**config.mk**
```make
export PLATFORM = sky130hd
export DESIGN_NAME = reg_file_sb
export DESIGN_NICKNAME = d
export VERILOG_FILES = /design/src/rtl/reg_file_sb_pkg.sv /design/src/rtl/reg_file_sb_scoreboard.sv /design/src/rtl/reg_file_sb.sv
export SDC_FILE = /design/constraint.sdc
export NUM_CORES = 2
export LEC_CHECK = 0
export BUFFER_PORTS_ARGS = -buffer_cell sky130_fd_sc_hd__buf_4
export CAP_MARGIN = 20
export CORE_UTILIZATION = 59
export CTS_BUF_LIST = sky130_fd_sc_hd__clkbuf_8
export DETAILED_ROUTE_END_ITERATION = 8
export GPL_TIMING_DRIVEN = 0
export MAX_ROUTING_LAYER = met4
export PLACE_DENSITY = 0.79
export SETUP_SLACK_MARGIN = 0.05
export SYNTH_ARGS = -nofsm -noshare
export SYNTH_HDL_FRONTEND = slang
export SYNTH_SLANG_ARGS = --single-unit
```
**constraint.sdc**
```tcl
create_clock -name clk -period 28.7 [get_ports clk]
set_input_delay 0 -clock clk [delete_from_list [all_inputs] [get_ports clk]]
set_output_delay 0 -clock clk [all_outputs]
set_load 0.1 [all_outputs]
```
**src/rtl/reg_file_sb_pkg.sv**
```systemverilog
// Shared constants for the integer register file and its load scoreboard.
package reg_file_sb_pkg;

  localparam int unsigned XLEN       = 32;
  localparam int unsigned REG_ADDR_W = 5;
  localparam int unsigned NUM_REGS   = 2 ** REG_ADDR_W;
  localparam int unsigned REG_ZERO   = 0;

endpackage : reg_file_sb_pkg

```
**src/rtl/reg_file_sb_scoreboard.sv**
```systemverilog
// Per-register busy scoreboard: loads mark their destination pending at issue,
// the matching writeback clears it. Produces the decode stall term.
module reg_scoreboard
  import reg_file_sb_pkg::*;
#(
  parameter int unsigned A = REG_ADDR_W
) (
  input  logic              clk,
  input  logic              rst,
  input  logic              issue_valid,
  input  logic [A-1:0]      issue_rd,
  input  logic              wr_en,
  input  logic [A-1:0]      wr_addr,
  input  logic [A-1:0]      rs1_addr,
  input  logic [A-1:0]      rs2_addr,
  input  logic              rs1_used,
  input  logic              rs2_used,
  output logic              stall,
  output logic [(2**A)-1:0] busy_vec
);

  localparam int unsigned R = 2 ** A;

  logic [R-1:0] busy_q;
  logic [R-1:0] busy_d;
  logic         stall1;
  logic         stall2;

  // Next busy vector: clear on writeback first, then let a same-register
  // issue override it so the newer load stays pending. x0 is never busy.
  always_comb begin
    busy_d = busy_q;
    if (wr_en) begin
      busy_d[wr_addr] = 1'b0;
    end
    if (issue_valid) begin
      busy_d[issue_rd] = 1'b1;
    end
    busy_d[REG_ZERO] = 1'b0;
  end

  // Busy vector register, discarded on reset.
  always_ff @(posedge clk or posedge rst) begin
    if (rst) begin
      busy_q <= '0;
    end else begin
      busy_q <= busy_d;
    end
  end

  // Stall when a used, non-zero source is pending and its value is not
  // arriving on the writeback port this same cycle.
  always_comb begin
    stall1 = rs1_used && (rs1_addr != A'(REG_ZERO)) && busy_q[rs1_addr]
             && !(wr_en && (wr_addr == rs1_addr));
    stall2 = rs2_used && (rs2_addr != A'(REG_ZERO)) && busy_q[rs2_addr]
             && !(wr_en && (wr_addr == rs2_addr));
    stall  = stall1 || stall2;
  end

  assign busy_vec = busy_q;

endmodule : reg_scoreboard

```
**src/rtl/reg_file_sb.sv**
```systemverilog
// RV32I integer register file: 2 combinational read ports with same-cycle
// writeback bypass, 1 write port, plus a load-use busy scoreboard.
module reg_file_sb
  import reg_file_sb_pkg::*;
#(
  parameter int unsigned N = XLEN,
  parameter int unsigned A = REG_ADDR_W
) (
  input  logic              clk,
  input  logic              rst,
  input  logic [A-1:0]      rs1_addr,
  input  logic [A-1:0]      rs2_addr,
  output logic [N-1:0]      rs1_data,
  output logic [N-1:0]      rs2_data,
  input  logic              wr_en,
  input  logic [A-1:0]      wr_addr,
  input  logic [N-1:0]      wr_data,
  input  logic              issue_valid,
  input  logic [A-1:0]      issue_rd,
  input  logic              rs1_used,
  input  logic              rs2_used,
  output logic              stall,
  output logic [(2**A)-1:0] busy_vec
);

  localparam int unsigned R = 2 ** A;

  logic [N-1:0] regs_q [R];
  logic         wr_live;

  // Writes to x0 are dropped so its storage stays at the reset value.
  assign wr_live = wr_en && (wr_addr != A'(REG_ZERO));

  // Register storage, asynchronously cleared.
  always_ff @(posedge clk or posedge rst) begin
    if (rst) begin
      for (int unsigned i = 0; i < R; i++) begin
        regs_q[i] <= '0;
      end
    end else if (wr_live) begin
      regs_q[wr_addr] <= wr_data;
    end
  end

  // Read port 1: x0 forced to zero, otherwise bypass the in-flight write.
  // Bypass is suppressed during reset so the outputs read zero throughout.
  always_comb begin
    rs1_data = regs_q[rs1_addr];
    if (!rst && wr_en && (wr_addr == rs1_addr)) begin
      rs1_data = wr_data;
    end
    if (rst || (rs1_addr == A'(REG_ZERO))) begin
      rs1_data = '0;
    end
  end

  // Read port 2: same selection as port 1, independently addressed.
  always_comb begin
    rs2_data = regs_q[rs2_addr];
    if (!rst && wr_en && (wr_addr == rs2_addr)) begin
      rs2_data = wr_data;
    end
    if (rst || (rs2_addr == A'(REG_ZERO))) begin
      rs2_data = '0;
    end
  end

  reg_scoreboard #(
    .A (A)
  ) u_scoreboard (
    .clk         (clk),
    .rst         (rst),
    .issue_valid (issue_valid),
    .issue_rd    (issue_rd),
    .wr_en       (wr_en),
    .wr_addr     (wr_addr),
    .rs1_addr    (rs1_addr),
    .rs2_addr    (rs2_addr),
    .rs1_used    (rs1_used),
    .rs2_used    (rs2_used),
    .stall       (stall),
    .busy_vec    (busy_vec)
  );

endmodule : reg_file_sb

```
==> impl_metrics.ini <==
[global_routing]
grt.total_usage = 0.573
antenna_found_initial = 28
grt_pass1_wl_um = 369000
grt_max_degree = 44
grt_pass1_vias = 46400
grt_overflow_total = 0

[timing]
relSlewSlack = 0.0717
timing.final.ws_setup_ps = 23470
drv_slew = 0
finalSetupViolCount = 0
skew_ps = 0
finalCritPeriodShare = 0.182
hold_viol = 0
worstMarginPinSlew_ps = 1390
rsz0062_at_grt = no
fin_setup_tns_ps = 0
final.min_clock_period_ps = 5230
fmax_ghz = 0.191

[power]
powerDensity_mw_per_mm2 = 69.0
p_leak_uw = 0.0292
total_power_uw = 4590
vdd_drop_max_v = 0.0000613

[clock_tree]
cts_buffer_depth = 3
cts_setup_buffers = 0
cts.clk_slew.worst_paths_ps = 60
ctsHtreeMaxLevel = 4
cts_tree = done
root_buffer = clkbuf_8
numCtsBuffers = 178
clock_latency_ps = 930
cts.sinks = 1055

[die]
coreArea_mm2 = 0.0966
start_util = 0.594
io_pins = 155
dieArea_mm2 = 0.0985
die_h_um = 314
fp-row-count = 114
die_w_um = 314

[routing]
routedWlPerCell_um = 45.0
drt-initial-drc-count = 8239
drt_drc_violations_left = 4
drt_wl_total_um = 270000
vias = 47000
avgViaCountPerCell = 7.84
ant_nets = 0
first_pass_iters = 9

[finish]
fillers = 6785
utilization = 0.689
final_cell_count_no_fill = 6002
nNetsFinal = 4608
synthToLayoutAreaGrowth_pct = 15.9
multi_input_area_mm2 = 0.0286
drive_gt1_frac = 0.467
seq_area_mm2 = 0.0264

[yosys]
synth_cell_types = 62
synth_flop_cell = dfrtp_1
synth_seq_area_share = 0.460
syn-cell-area_mm2 = 0.0574
ys_ff_latch = 1055
synth_edf_count = 0
syn_avg_cell_area_um2 = 14.2
ys_async_sr_fraction = 1.00
syn_inst = 4030
yosysMostFrequentCell = dfrtp_1
ys_warn_count = 0
synth_fp_nets = 4088
netlist.area_leader.share = 0.460
synth_commonest_cells = dfrtp_1, mux2_2, mux4_2, clkbuf_1, mux2i_1
synth_top_area_cell = dfrtp_1
synth.area.top_cells = dfrtp_1, mux2_2, mux4_2, mux2i_1, a22oi_1

[run]
max_cap_viol_count = 0

[place]
hpwl_um = 183000
dp.cells = 5536
pre_cts_slack_ps = 24660
gp_congestion = 1.07
port_buffers = 140

[run_status]
violations = DRC
status = finished with violations

[setup_path]
worstSetupStartpointType = input pin
critPathRequiredTime_ps = 28700
end_kind = output pin
crit_type = in -> out
arrival_ps = 5230
crit_fanout = 38

[min_path]
hold_path.class = in -> reg
timing repair:
| item | 4_1_cts | 5_1_grt |
|---|---|---|
| gates resized for setup | 0 | 0 |
| hold buffers | 93 | 0 |
| endpoints found under the hold margin | 1091 | 0 |
cell usage in the layout, fill, tap and decap left out, types with 40 or more instances in the layout:
master            n
mux4_2          419
nand2_1         123
clkbuf_8        230
dlygate4sd3_1    93
dfrtp_1        1055
clkbuf_1        213
buf_2            94
inv_1            57
mux2_2         1004
buf_8            67
a21oi_1          62
buf_4           222
o2111ai_1        40
o21ai_0          73
buf_1            45
nand3_1          52
a22oi_1         150
mux2i_1         205
logic make-up after synthesis:
logic type / synth area share
AO/OA/AOI/OAI: 0.0695
XOR/XNOR: 0.00153
buffers and inverters: 0.0418
flip-flops: 0.460
multiplexers: 0.399
other: 0.0000654
AND/OR/NAND/NOR: 0.0282
where the power goes:
group | switching [uW] | internal, uW | leakage, uW
logic | 629 | 561 | 0.0136
clock network | 673 | 716 | 0.00206
registers | 234 | 1770 | 0.0135
sequential cells by signal, summed over array words and instances (netlist names):
| signal | flops |
|---|---|
| regs_q | 1024 |
| u_scoreboard.busy_vec | 31 |
metrics by stage:
stage | hold WS (ps) | area (um2)
after floorplan | 135 | 57400
after global placement | 276 | 60000
after detailed placement | 241 | 61600
after CTS | 2.89 | 66100
after global routing | 84.0 | 66500
final | 38.4 | 66500
path summary, 6_finish.rpt:
kind                                            from                   endpoint  slack (ps)  cells past startpoint
min                                      issue_rd[0]   u_scoreboard.busy_vec[4]          40                      4
max in group asynchronous                        rst                regs_q[821]       26140                     10
min reg2reg                             regs_q[1006]               regs_q[1006]         480                      1
max reg2reg                u_scoreboard.busy_vec[20]  u_scoreboard.busy_vec[20]       27250                      3
min in group asynchronous                        rst   u_scoreboard.busy_vec[1]         430                      4
max                                              rst                rs1_data[2]       23470                     12
layout make-up:
type	count	share of cell area
multi-input combinational	2508	0.430
timing repair buffer	340	0.0573
antenna	38	0.00143
sequential	1055	0.397
clock inverter	88	0.00615
clock buffer	230	0.0476
buffer	464	0.0361
tap	1276	0.0240
inverter	3	0.000226
worst max-delay path, stage by stage:
cell           delay [ps]
dlygate4sd3_1         540
buf_4                 190
dlygate4sd3_1         600
clkinvlp_4            520
buf_12                310
buf_12                280
buf_12                270
buf_12                270
o21a_1                480
clkbuf_1              840
o221a_2               490
buf_4                 340
metal layers:
layer | vias to the layer above | track usage | part of all wire
met2 | 4716 | 0.727 | 0.40
met1 | 23900 | 0.641 | 0.32
li1 | 16700 | - | -
met4 | 0 | 0.487 | 0.11
met5 | - | - | 0
met3 | 1657 | 0.325 | 0.17
No activity file was read; power rests on OpenSTA's default activity.
